<file path="src/rtl/rc4_pkg.sv">
// rtl/rc4_pkg.sv - shared state type, sizes and character test for the RC4 key search
package rc4_pkg;

  localparam int KEY_W   = 24;
  localparam int MSG_LEN = 32;

  typedef enum logic [2:0] {
    IDLE,
    INIT_RUN,
    KSA_RUN,
    PRGA_RUN,
    CHECK,
    FOUND,
    EXHAUSTED
  } rc4_ks_state_t;

  // A decrypted byte is plausible plaintext if it is a space or a lowercase letter.
  function automatic logic is_valid_char(input logic [7:0] c);
    return (c == 8'h20) || ((c >= 8'h61) && (c <= 8'h7A));
  endfunction

endpackage

</file>
<file path="src/rtl/rc4_output_checker.sv">
// rtl/rc4_output_checker.sv - counts and vets decrypted bytes written during one PRGA pass
// Ports: clk, reset (async, high); clear restarts the check; en qualifies d_wren;
//        d_wren/d_data snooped write; pass = all bytes valid and exactly MSG_LEN of them;
//        count = bytes seen, saturating one above MSG_LEN.
module rc4_output_checker
  import rc4_pkg::*;
(
  input  logic       clk,
  input  logic       reset,
  input  logic       clear,
  input  logic       en,
  input  logic       d_wren,
  input  logic [7:0] d_data,
  output logic       pass,
  output logic [5:0] count
);

  localparam logic [5:0] CNT_PASS = 6'(MSG_LEN);
  // Holding one above the target is enough to remember "too many bytes".
  localparam logic [5:0] CNT_SAT  = 6'(MSG_LEN + 1);

  logic bad;

  always_ff @(posedge clk or posedge reset) begin
    if (reset) begin
      count <= '0;
      bad   <= 1'b0;
    end else if (clear) begin
      count <= '0;
      bad   <= 1'b0;
    end else if (en && d_wren) begin
      if (count != CNT_SAT) count <= count + 6'd1;
      if (!is_valid_char(d_data)) bad <= 1'b1;
    end
  end

  assign pass = !bad && (count == CNT_PASS);

endmodule

</file>
<file path="src/rtl/rc4_key_search_ctrl.sv">
// rtl/rc4_key_search_ctrl.sv - sequences init/KSA/PRGA per candidate key and arbitrates S memory
// Ports: clk, reset (async, high), start pulse; key to KSA; x_start pulses out and x_done
//        pulses in for each phase; per-phase S requests muxed onto s_addr/s_data/s_wren;
//        d_wren/d_data snooped PRGA output; busy, sticky found / exhausted status.
module rc4_key_search_ctrl
  import rc4_pkg::*;
#(
  parameter logic [KEY_W-1:0] KEY_MAX = 24'h3FFFFF
) (
  input  logic             clk,
  input  logic             reset,
  input  logic             start,
  output logic [KEY_W-1:0] key,
  output logic             init_start,
  output logic             ksa_start,
  output logic             prga_start,
  input  logic             init_done,
  input  logic             ksa_done,
  input  logic             prga_done,
  input  logic [7:0]       init_addr,
  input  logic [7:0]       init_data,
  input  logic             init_wren,
  input  logic [7:0]       ksa_addr,
  input  logic [7:0]       ksa_data,
  input  logic             ksa_wren,
  input  logic [7:0]       prga_addr,
  input  logic [7:0]       prga_data,
  input  logic             prga_wren,
  output logic [7:0]       s_addr,
  output logic [7:0]       s_data,
  output logic             s_wren,
  input  logic             d_wren,
  input  logic [7:0]       d_data,
  output logic             busy,
  output logic             found,
  output logic             exhausted
);

  rc4_ks_state_t state;
  logic          chk_pass;
  logic [5:0]    chk_count;
  logic          key_ok;
  logic          launch;
  logic          retry;

  assign key_ok = chk_pass && (chk_count == 6'(MSG_LEN));
  assign launch = start && ((state == IDLE) || (state == FOUND) || (state == EXHAUSTED));
  assign retry  = (state == CHECK) && !key_ok && (key != KEY_MAX);

  rc4_output_checker u_checker (
    .clk    (clk),
    .reset  (reset),
    .clear  (launch || retry),
    .en     (state == PRGA_RUN),
    .d_wren (d_wren),
    .d_data (d_data),
    .pass   (chk_pass),
    .count  (chk_count)
  );

  always_ff @(posedge clk or posedge reset) begin
    if (reset) begin
      state      <= IDLE;
      key        <= '0;
      init_start <= 1'b0;
      ksa_start  <= 1'b0;
      prga_start <= 1'b0;
      busy       <= 1'b0;
      found      <= 1'b0;
      exhausted  <= 1'b0;
    end else begin
      init_start <= 1'b0;
      ksa_start  <= 1'b0;
      prga_start <= 1'b0;
      case (state)
        IDLE, FOUND, EXHAUSTED: begin
          if (launch) begin
            state      <= INIT_RUN;
            key        <= '0;
            found      <= 1'b0;
            exhausted  <= 1'b0;
            busy       <= 1'b1;
            init_start <= 1'b1;
          end
        end
        INIT_RUN: begin
          if (init_done) begin
            state     <= KSA_RUN;
            ksa_start <= 1'b1;
          end
        end
        KSA_RUN: begin
          if (ksa_done) begin
            state      <= PRGA_RUN;
            prga_start <= 1'b1;
          end
        end
        PRGA_RUN: begin
          if (prga_done) state <= CHECK;
        end
        CHECK: begin
          if (key_ok) begin
            state <= FOUND;
            found <= 1'b1;
            busy  <= 1'b0;
          end else if (key == KEY_MAX) begin
            state     <= EXHAUSTED;
            exhausted <= 1'b1;
            busy      <= 1'b0;
          end else begin
            state      <= INIT_RUN;
            key        <= key + 1'b1;
            init_start <= 1'b1;
          end
        end
        default: state <= IDLE;
      endcase
    end
  end

  // Only the phase that owns the current state reaches the S memory.
  always_comb begin
    s_addr = 8'h00;
    s_data = 8'h00;
    s_wren = 1'b0;
    case (state)
      INIT_RUN: begin
        s_addr = init_addr;
        s_data = init_data;
        s_wren = init_wren;
      end
      KSA_RUN: begin
        s_addr = ksa_addr;
        s_data = ksa_data;
        s_wren = ksa_wren;
      end
      PRGA_RUN: begin
        s_addr = prga_addr;
        s_data = prga_data;
        s_wren = prga_wren;
      end
      default: ;
    endcase
  end

endmodule

</file>
<file path="config.mk">
export PLATFORM = sky130hd
export DESIGN_NAME = rc4_key_search_ctrl
export DESIGN_NICKNAME = d
export VERILOG_FILES = /design/src/rtl/rc4_pkg.sv /design/src/rtl/rc4_output_checker.sv /design/src/rtl/rc4_key_search_ctrl.sv
export SDC_FILE = /design/constraint.sdc
export NUM_CORES = 1
export LEC_CHECK = 0
export ABC_AREA = 0
export BUFFER_PORTS_ARGS = -buffer_cell sky130_fd_sc_hd__buf_2
export CELL_PAD_IN_SITES_DETAIL_PLACEMENT = 2
export CELL_PAD_IN_SITES_GLOBAL_PLACEMENT = 2
export CORE_ASPECT_RATIO = 0.6
export CORE_UTILIZATION = 27
export DETAILED_ROUTE_END_ITERATION = 10
export GPL_ROUTABILITY_DRIVEN = 0
export HOLD_SLACK_MARGIN = 0.03
export PLACE_DENSITY = 0.76
export SLEW_MARGIN = 0
export SYNTH_ARGS = -nofsm -noshare
export SYNTH_HDL_FRONTEND = slang
export SYNTH_SLANG_ARGS = --single-unit
export TNS_END_PERCENT = 1
</file>
<file path="constraint.sdc">
create_clock -name clk -period 2.8 [get_ports clk]
set_input_delay 0.56 -clock clk [delete_from_list [all_inputs] [get_ports clk]]
set_output_delay 0.56 -clock clk [all_outputs]
set_load 0.02 [all_outputs]
</file>
==> results.cfg <==
[cells_and_area]
final_cell_mix = buf_2, nor2_1, dfrtp_1, a21oi_1
fin_nets = 496
num_antenna_cells = 0
area_growth_pct = 33.20
layout_commonest_cell = buf_2
fin_area_sq_um = 3640
drive_gt1_share_pct = 37.70

[route]
drc_errors = 0
firstDrtPassIters = 4
drt_iter0_drc = 103
wl_per_cell_microns = 18.17
vias = 2987
drtAntennaViolNets = 0
finalWirelength_microns = 10210
via_per_inst = 5.315

[floorplanning]
io-pin-count = 113
start_util_pct = 27.76
die_w_microns = 131.9
die_area_sq_um = 10540
rows = 28
coreArea_sq_um = 9844
die_h_microns = 79.93

[critical_path]
crit_type = register to primary output
cp_max_fo = 17
arrival_ns = 2.06
start_kind = register
critPathCaptureType = primary output
worst_r2r_path_depth = 6
required_ns = 2.24

[grt]
grt_pass1_wl_microns = 16160
antenna_found_initial = 0
grt_usage_pct = 19.47
first_global_vias = 3068
grt_max_degree = 41
globalRouteOverflowTotal = 0

[timing]
worst_slew_pin_slew_ns = 0.6312
rsz0062_at_grt = false
drv_slew = 0
fin_crit_sh_pct = 93.40
clock_skew_ns = 0.008397
timing.setup.tns_ns = 0
finalHoldViolCount = 0
min_period_ns = 2.615
slew_headroom_pct = 57.64
setup_viol = 0
fmax_ghz = 0.3824

[power_and_ir_drop]
internal_power_w = 0.001522
cellPowerDensity_nw_per_um2 = 761.9
p_seq_share_pct = 25.8
leakage_nw = 1.725
pwr-share-comb_pct = 52.6
swShare_pct = 45.13
ir_drop_mv = 0.2522
power.switching_w = 0.001252
clkPwrFrac_pct = 21.7

[clock_tree]
path_clk_slew_ns = 0.07
root_buffer = clkbuf_16
h-tree-depth = 2
cts_buffer_depth = 2
cts_buffers = 5
cts_resized = 0
clk_latency_ns = 0.30
cts_hold_buf = 0
cts_tree = done
postCtsSetupBuffers = 0
cts_sinks = 40

[yosys]
synth_ff_type = dfrtp_1
ys_ff_latch = 40
ys_top_cells_by_area = dfrtp_1, mux2_2, nor2_1
post_synth.cell_area_avg_sq_um = 8.787
ys_async_sr_fraction_pct = 100.0
yosysUniqueCellTypes = 58
synth_top_cell_by_area = dfrtp_1
yosysWarningCount = 0
synth_fp_nets = 381
synth_top_area_share_pct = 36.63
netlist_area_sq_um = 2733
yosysSeqAreaShare_pct = 36.63
netlist_instances = 311
synth_edf_count = 0

[min_path]
worstHoldPathType = input port to asynchronous set/reset pin

[status]
status = finished, final reports clean

[placement]
io_buffers = 112
hpwl_microns = 7614
placed_area_sq_um = 3491

[run]
maxCapViolations = 0
cell families (layout without fill, tap and decap cells):
family / Yosys count / count (layout) / synth area share, %
adder cells (fa/ha/maj): 4 / 4 / 1.832
flip-flops: 40 / 40 / 36.63
AO/OA/AOI/OAI: 87 / 87 / 22.39
XOR/XNOR: 7 / 7 / 2.244
buffers and inverters: 26 / 142 / 4.167
AND/OR/NAND/NOR: 130 / 130 / 25.73
multiplexers: 17 / 17 / 7.005
flip-flops by register name (all words and copies together) (netlist names):
| name | count |
|---|---|
| exhausted | 1 |
| init_start | 1 |
| key | 24 |
| u_checker.count | 6 |
| prga_start | 1 |
| u_checker.bad | 1 |
| busy | 1 |
| ksa_start | 1 |
| found | 1 |
| state | 3 |
routing by layer:
layer / global-route usage (%) / vias to the layer above / wire length [microns]
li1: - / 1408 / -
met1: 26.50 / 1511 / 5116
met2: 30.79 / 59 / 4658
met3: 4.444 / 9 / 344
met4: 5.465 / 0 / 94
met5: 0 / - / 0
final timing paths:
path | start | end | slack [ns]
max | state[1] | s_data[0] | 0.18
min | reset | key[18] | 0.39
max reg2reg | key[0] | key[18] | 0.24
min reg2reg | exhausted | exhausted | 0.49
max in group asynchronous | reset | key[15] | 2.00
min in group clk | exhausted | exhausted | 0.49
area by class of cell:
cell class / instances / area, sq um
fill: 1162 / 6205
clock inverter: 2 / 10.01
clock buffer: 6 / 138.9
multi-input combinational: 245 / 1618
inverter: 6 / 22.52
timing repair buffer: 128 / 680.7
sequential: 40 / 1001
tap: 135 / 168.9
power groups by stage:
stage / clock network [W] / logic, W / registers [W]
floorplan: 0 / 0.000999 / 0.000705
global placement: 0 / 0.00141 / 0.000718
detailed placement: 0 / 0.00146 / 0.000725
CTS: 0.000615 / 0.00147 / 0.000715
global route: 0.000639 / 0.00159 / 0.000727
finish: 0.000600 / 0.00146 / 0.000714
critical path, stage by stage, from the launching register on:
cell and delay, ns:
dfrtp_1 0.67, buf_4 0.33, mux2_2 0.36, a22oi_1 0.18, nor2_1 0.05, buf_2 0.16
synthesized netlist by cell type (2+ instances only):
| library cell | count |
|---|---|
| nand4_1 | 9 |
| inv_1 | 6 |
| nor4_1 | 2 |
| a22oi_1 | 17 |
| nor3_1 | 4 |
| o21ai_1 | 3 |
| o21ai_0 | 10 |
| nand3_1 | 15 |
| buf_2 | 4 |
| mux2_2 | 17 |
| a31oi_1 | 3 |
| a21boi_0 | 2 |
| and3_1 | 6 |
| buf_1 | 2 |
| a21oi_1 | 20 |
| o31ai_1 | 15 |
| or3_1 | 3 |
| o2111ai_1 | 2 |
| nor2b_1 | 4 |
| a211o_1 | 2 |
| or4_1 | 13 |
| xor2_1 | 6 |
| nand2_1 | 17 |
| clkbuf_1 | 12 |
| nor2_1 | 40 |
| ha_1 | 4 |
| dfrtp_1 | 40 |
| nand2b_1 | 2 |
| and4_1 | 2 |
stage by stage:
stage	util [%]	cells	setup WS, ns	hold slack [ns]	power (W)
2_1_floorplan	-	311	0.5092	0.4968	0.001704
3_3_place_gp	35.46	554	0.3955	0.4700	0.002125
3_5_place_dp	35.46	554	0.2743	0.5018	0.002184
4_1_cts	36.97	562	0.1615	0.4211	0.002801
5_1_grt	36.97	562	0.04846	0.4570	0.002955
6_report	36.97	562	0.1847	0.3913	0.002773
(Power assumes the default switching activity.)
